**src/rtl/tour_pkg.sv**
```systemverilog
// tour_pkg: opcodes, headings, responses and FSM states shared by the tour sequencer
package tour_pkg;
    localparam logic [3:0] OP_MOVE    = 4'h2;
    localparam logic [3:0] OP_FANFARE = 4'h3;
    localparam logic [3:0] OP_ABORT   = 4'hF;
    localparam logic [7:0] HEAD_N     = 8'h00;
    localparam logic [7:0] HEAD_S     = 8'h7F;
    localparam logic [7:0] HEAD_W     = 8'h3F;
    localparam logic [7:0] HEAD_E     = 8'hBF;
    localparam logic [7:0] RESP_ACK   = 8'h5A;
    localparam logic [7:0] RESP_DONE  = 8'hA5;
    localparam logic [7:0] RESP_ABORT = 8'hAB;
    typedef enum logic [2:0] {IDLE, V_ISSUE, V_WAIT, H_ISSUE, H_WAIT} state_t;
endpackage

```
**src/rtl/tour_cmd_seq_move_decode.sv**
```systemverilog
// move_decode: turns a one-hot knight move and leg select into a command word
module move_decode
    import tour_pkg::*;
(
    input  logic [7:0]  move,
    input  logic        leg,
    output logic [15:0] cmd,
    output logic        legal
);
    logic north, east, two;
    // moves 0,1,7 go north; moves 0,5,6,7 go east; moves 0,1,4,5 take two vertical squares
    always_comb begin
        north = |(move & 8'h83);
        east  = |(move & 8'hE1);
        two   = |(move & 8'h33);
        legal = $onehot(move);
        cmd   = leg ? {OP_FANFARE, east ? HEAD_E : HEAD_W, two ? 4'd1 : 4'd2}
                    : {OP_MOVE, north ? HEAD_N : HEAD_S, two ? 4'd2 : 4'd1};
    end
endmodule

```
**src/rtl/tour_cmd_seq.sv**
```systemverilog
// tour_cmd_seq: replays a solved knight's tour as move/fanfare commands, muxed with UART commands
module tour_cmd_seq
    import tour_pkg::*;
#(
    parameter int BOARD_SIZE = 5,
    parameter int IDX_W      = $clog2(BOARD_SIZE*BOARD_SIZE)
) (
    input  logic             clk,
    input  logic             rst,
    input  logic             start_tour,
    input  logic [7:0]       move,
    output logic [IDX_W-1:0] mv_indx,
    input  logic [15:0]      cmd_UART,
    input  logic             cmd_rdy_UART,
    output logic             uart_clr,
    output logic [15:0]      cmd,
    output logic             cmd_rdy,
    input  logic             clr_cmd_rdy,
    input  logic             send_resp,
    output logic [7:0]       resp,
    output logic             tour_busy,
    output logic             tour_err
);
    localparam int NUM_MOVES = BOARD_SIZE*BOARD_SIZE-1;
    localparam logic [IDX_W-1:0] LAST = IDX_W'(NUM_MOVES-1);
    state_t state, nxt;
    logic abort_pend, legal, last, uart_abort;
    logic [15:0] seq_cmd;
    move_decode u_dec (
        .move  (move),
        .leg   (state == H_ISSUE || state == H_WAIT),
        .cmd   (seq_cmd),
        .legal (legal)
    );
    assign last       = mv_indx == LAST;
    assign uart_abort = state != IDLE && cmd_rdy_UART && cmd_UART[15:12] == OP_ABORT;
    // state, move index and abort flag; index only advances between moves, never past LAST
    always_ff @(posedge clk) begin
        if (rst) begin
            state      <= IDLE;
            mv_indx    <= '0;
            abort_pend <= 1'b0;
        end else begin
            state <= nxt;
            if (state == IDLE && start_tour) begin
                mv_indx    <= '0;
                abort_pend <= 1'b0;
            end else begin
                if (uart_abort) abort_pend <= 1'b1;
                if (state == H_WAIT && send_resp && !last && !abort_pend)
                    mv_indx <= mv_indx + IDX_W'(1);
            end
        end
    end
    // next state and command mux; in IDLE the UART stream passes straight through
    always_comb begin
        nxt       = state;
        tour_busy = state != IDLE;
        uart_clr  = uart_abort;
        tour_err  = state == V_ISSUE && !legal;
        cmd       = state == IDLE ? cmd_UART : seq_cmd;
        cmd_rdy   = state == IDLE ? cmd_rdy_UART : (state == V_ISSUE && legal) || state == H_ISSUE;
        resp      = state == H_WAIT && last ? RESP_DONE :
                    state == H_WAIT && abort_pend ? RESP_ABORT : RESP_ACK;
        case (state)
            IDLE:    nxt = start_tour ? V_ISSUE : IDLE;
            V_ISSUE: nxt = !legal ? IDLE : clr_cmd_rdy ? V_WAIT : V_ISSUE;
            V_WAIT:  nxt = send_resp ? H_ISSUE : V_WAIT;
            H_ISSUE: nxt = clr_cmd_rdy ? H_WAIT : H_ISSUE;
            H_WAIT:  nxt = !send_resp ? H_WAIT : (last || abort_pend) ? IDLE : V_ISSUE;
            default: nxt = IDLE;
        endcase
    end
endmodule

```
**config.mk**
```make
export PLATFORM = sky130hd
export DESIGN_NAME = tour_cmd_seq
export DESIGN_NICKNAME = d
export VERILOG_FILES = /design/src/rtl/tour_pkg.sv /design/src/rtl/tour_cmd_seq_move_decode.sv /design/src/rtl/tour_cmd_seq.sv
export SDC_FILE = /design/constraint.sdc
export NUM_CORES = 1
export LEC_CHECK = 0
export CAP_MARGIN = 10
export CORE_UTILIZATION = 42
export CTS_CLUSTER_DIAMETER = 50
export DETAILED_ROUTE_END_ITERATION = 10
export HOLD_SLACK_MARGIN = 0.03
export PLACE_DENSITY_LB_ADDON = 0.25
export SYNTH_ARGS = -nofsm -noshare
export SYNTH_HDL_FRONTEND = slang
export SYNTH_HIERARCHICAL = 1
export SYNTH_SLANG_ARGS = --single-unit
```
**constraint.sdc**
```tcl
create_clock -name clk -period 5.7 [get_ports clk]
set_input_delay 1.14 -clock clk [delete_from_list [all_inputs] [get_ports clk]]
set_output_delay 1.14 -clock clk [all_outputs]
set_load 0.02 [all_outputs]
```
==> flow_metrics.env <==
export IMPL_crit_fanout=2
export IMPL_skew_ns=0.00536
export IMPL_hold_path_class="flip-flop to flip-flop"
export IMPL_detail_route_antenna_nets=0
export IMPL_cts_tree="done"
export IMPL_cts_htree_levels=1
export IMPL_ir_worst_vdd_mv=0.142
export IMPL_port_buffers=62
export IMPL_p_leak_nw=0.745
export IMPL_clk_pin_slew_ns=0.07
export IMPL_slew_headroom=0.462
export IMPL_drt_pass1_iter_count=4
export IMPL_drc=0
export IMPL_final_hold_viol_count=0
export IMPL_coreArea_um2=2520
export IMPL_cp_data_required_time_ns=4.56
export IMPL_cpMaxStageDelayCell="fa_1"
export IMPL_path_class="input pin to primary output"
export IMPL_fmax_ghz=0.183
export IMPL_clock_latency_ns=0.26
export IMPL_area_growth_pct=50.2
export IMPL_grt_pass1_wl_um=4110
export IMPL_grt_pass1_vias=932
export IMPL_start_util=0.449
export IMPL_drive_gt1_frac=0.129
export IMPL_postPlaceCellArea_um2=1670
export IMPL_cpPeakStageDelay_ns=0.52
export IMPL_netlist_instances=134
export IMPL_diodes=0
export IMPL_end_kind="primary output"
export IMPL_place_ws_ns=-0.0462
export IMPL_fin_nets=227
export IMPL_utilization=0.674
export IMPL_layout_worst_path_cycle_share=0.959
export IMPL_synth_top_area_cell="dfxtp_1"
export IMPL_wl_um=2580
export IMPL_ios=63
export IMPL_finalSetupViolCount=0
export IMPL_yosysMostFrequentCell="buf_4"
export IMPL_fp_dieH_um=53.9
export IMPL_yosysWarnings=6
export IMPL_r2r_end="mv_indx[3]"
export IMPL_synthTopCellsByArea="dfxtp_1 (16%), mux2_2 (16%), buf_4 (11%)"
export IMPL_crit_buf_inv=3
export IMPL_via_count=1059
export IMPL_root_buffer="clkbuf_4"
export IMPL_dpl_hpwl_um=2190
export IMPL_stdcell_area_um2=1700
export IMPL_synth_top_area_frac=0.159
export IMPL_antenna_found_initial=0
export IMPL_cap_violations=0
export IMPL_cts_sinks=9
export IMPL_rsz0062_at_grt="no"
export IMPL_busiest_layer="met2"
export IMPL_dieArea_um2=2910
export IMPL_grt_max_degree=19
export IMPL_gr_usage_met3=0.0480
export IMPL_std_cell_rows=18
export IMPL_synthesis_area_um2=1130
export IMPL_numCtsBuffers=3
export IMPL_hp_start="abort_pend"
export IMPL_rrSetupSlack_ns=4.07
export IMPL_fp_dieW_um=53.9
export IMPL_grt_use_total=0.196
export IMPL_critPathArrivalTime_ns=4.33
export IMPL_gr_usage_met2=0.354
export IMPL_tightest_slew_ns=0.798
export IMPL_via_per_inst=4.90
export IMPL_rr_worst_depth=4
export IMPL_ys_ff_latch=9
export IMPL_post_cts_buffers=0
export IMPL_fin_ws_ns=0.233
export IMPL_clockBufferDepth=2
export IMPL_synth_edf_count=0
export IMPL_avgSynthCellArea_um2=8.45
export IMPL_async_flop_share=0
export IMPL_min_period_ns=5.47
export IMPL_gp_congestion=0.833
export IMPL_critPathMostFrequentCell="fa_1"
export IMPL_synth_ff_type="dfxtp_1"
export IMPL_power_density_nw_per_um2=149
export IMPL_finalMaxSlewViolations=0
export IMPL_cp_start_kind="input pin"
export IMPL_rr_startpoint="state[2]"
export IMPL_grt_overflow=0
export IMPL_cp_top_family="adder cells"
export IMPL_yosysUniqueCellTypes=36
export IMPL_yosys_top_cells_count="buf_4 (17), mux2_2 (16), inv_1 (15), nor2_1 (12), dfxtp_1 (9)"
export IMPL_ys_seq_area_frac=0.159
export IMPL_whs_path_depth=2
export IMPL_wl_per_cell_um=12.0
export IMPL_met1_usage=0.227
export IMPL_status="finished, final reports clean"
export IMPL_path_cells="clkdlybuf4s50_1 -> fa_1 -> ha_1 -> inv_1 -> fa_1 -> fa_1 -> nor3b_1 -> a41o_1 -> o21ai_0 -> a21oi_1 -> dlygate4sd2_1"
export IMPL_drt_iter0_drc=12
export IMPL_whs_endpoint="abort_pend"
==> report_power, final <==
part / internal [mW] / switching (mW)
registers: 0.0637 / 0.00329
logic: 0.0760 / 0.0591
clock network: 0.0270 / 0.0239
total: 0.167 / 0.0862
==> state kept, by name, summed over array words and instances, names as in the netlist <==
signal,flops
abort_pend,1
mv_indx,5
state,3
==> cells in the final DEF, fill, tap and decap left out, drive strengths merged, types with 5 or more instances in the layout <==
master / netlist / routed
clkdlybuf4s50: 0 / 60
mux2: 16 / 16
inv: 15 / 15
nor2: 12 / 12
dfxtp: 9 / 9
nand2: 8 / 8
ha: 6 / 6
conb: 2 / 5
==> what timing repair did <==
action | in CTS | in global routing
hold buffers | 0 | 0
gates resized for setup | 1 | 1
endpoints found under the setup margin | 1 | 1
==> worst max-delay path by stage <==
| stage | start | end | slack [ns] | cells past startpoint |
|---|---|---|---|---|
| floorplan | move[0] | cmd_rdy | 0.94 | 9 |
| CTS | move[0] | tour_err | 0.008 | 11 |
| global placement | move[0] | cmd_rdy | 0.02 | 11 |
| global route | move[0] | cmd_rdy | 0.07 | 11 |
| detailed placement | move[0] | cmd_rdy | -0.05 | 11 |
| finish | move[0] | cmd_rdy | 0.23 | 11 |
==> routing by layer <==
| layer | routed length (um) | vias up |
|---|---|---|
| li1 | - | 534 |
| met4 | 14 | 0 |
| met1 | 1060 | 486 |
| met5 | 0 | - |
| met3 | 179 | 2 |
| met2 | 1330 | 37 |
==> area by class of cell <==
cell class | instances | area (um^2)
inverters | 15 | 56.3
fillers | 212 | 822
well taps | 30 | 37.5
multi-input cells | 94 | 763
flip-flops and latches | 9 | 180
clock buffers | 4 | 26.3
repair buffers | 64 | 637
==> through the flow <==
step	hold slack (ns)	total power, mW	setup TNS (ns)	cells
finish	0.506	0.253	0	216
global route	0.555	0.268	0	216
CTS	0.511	0.256	0	216
detailed placement	0.495	0.205	-0.0462	212
global placement	0.482	0.200	0	212
floorplan	0.458	0.148	0	137
==> logic make-up after synthesis <==
family,after synthesis,share of synthesized area
multiplexers,18,0.177
other,2,0.00663
adder cells (fa/ha/maj),10,0.137
buffers and inverters,34,0.177
flip-flops,9,0.159
AND/OR/NAND/NOR,43,0.224
AO/OA/AOI/OAI,13,0.0807
XOR/XNOR,5,0.0387
==> tightest hold or removal path, cell delays in order (launching register included) <==
cell     delay, ns
dfxtp_1       0.35
nor2_1        0.05
nor2_1        0.07
(Power assumes the default switching activity.)
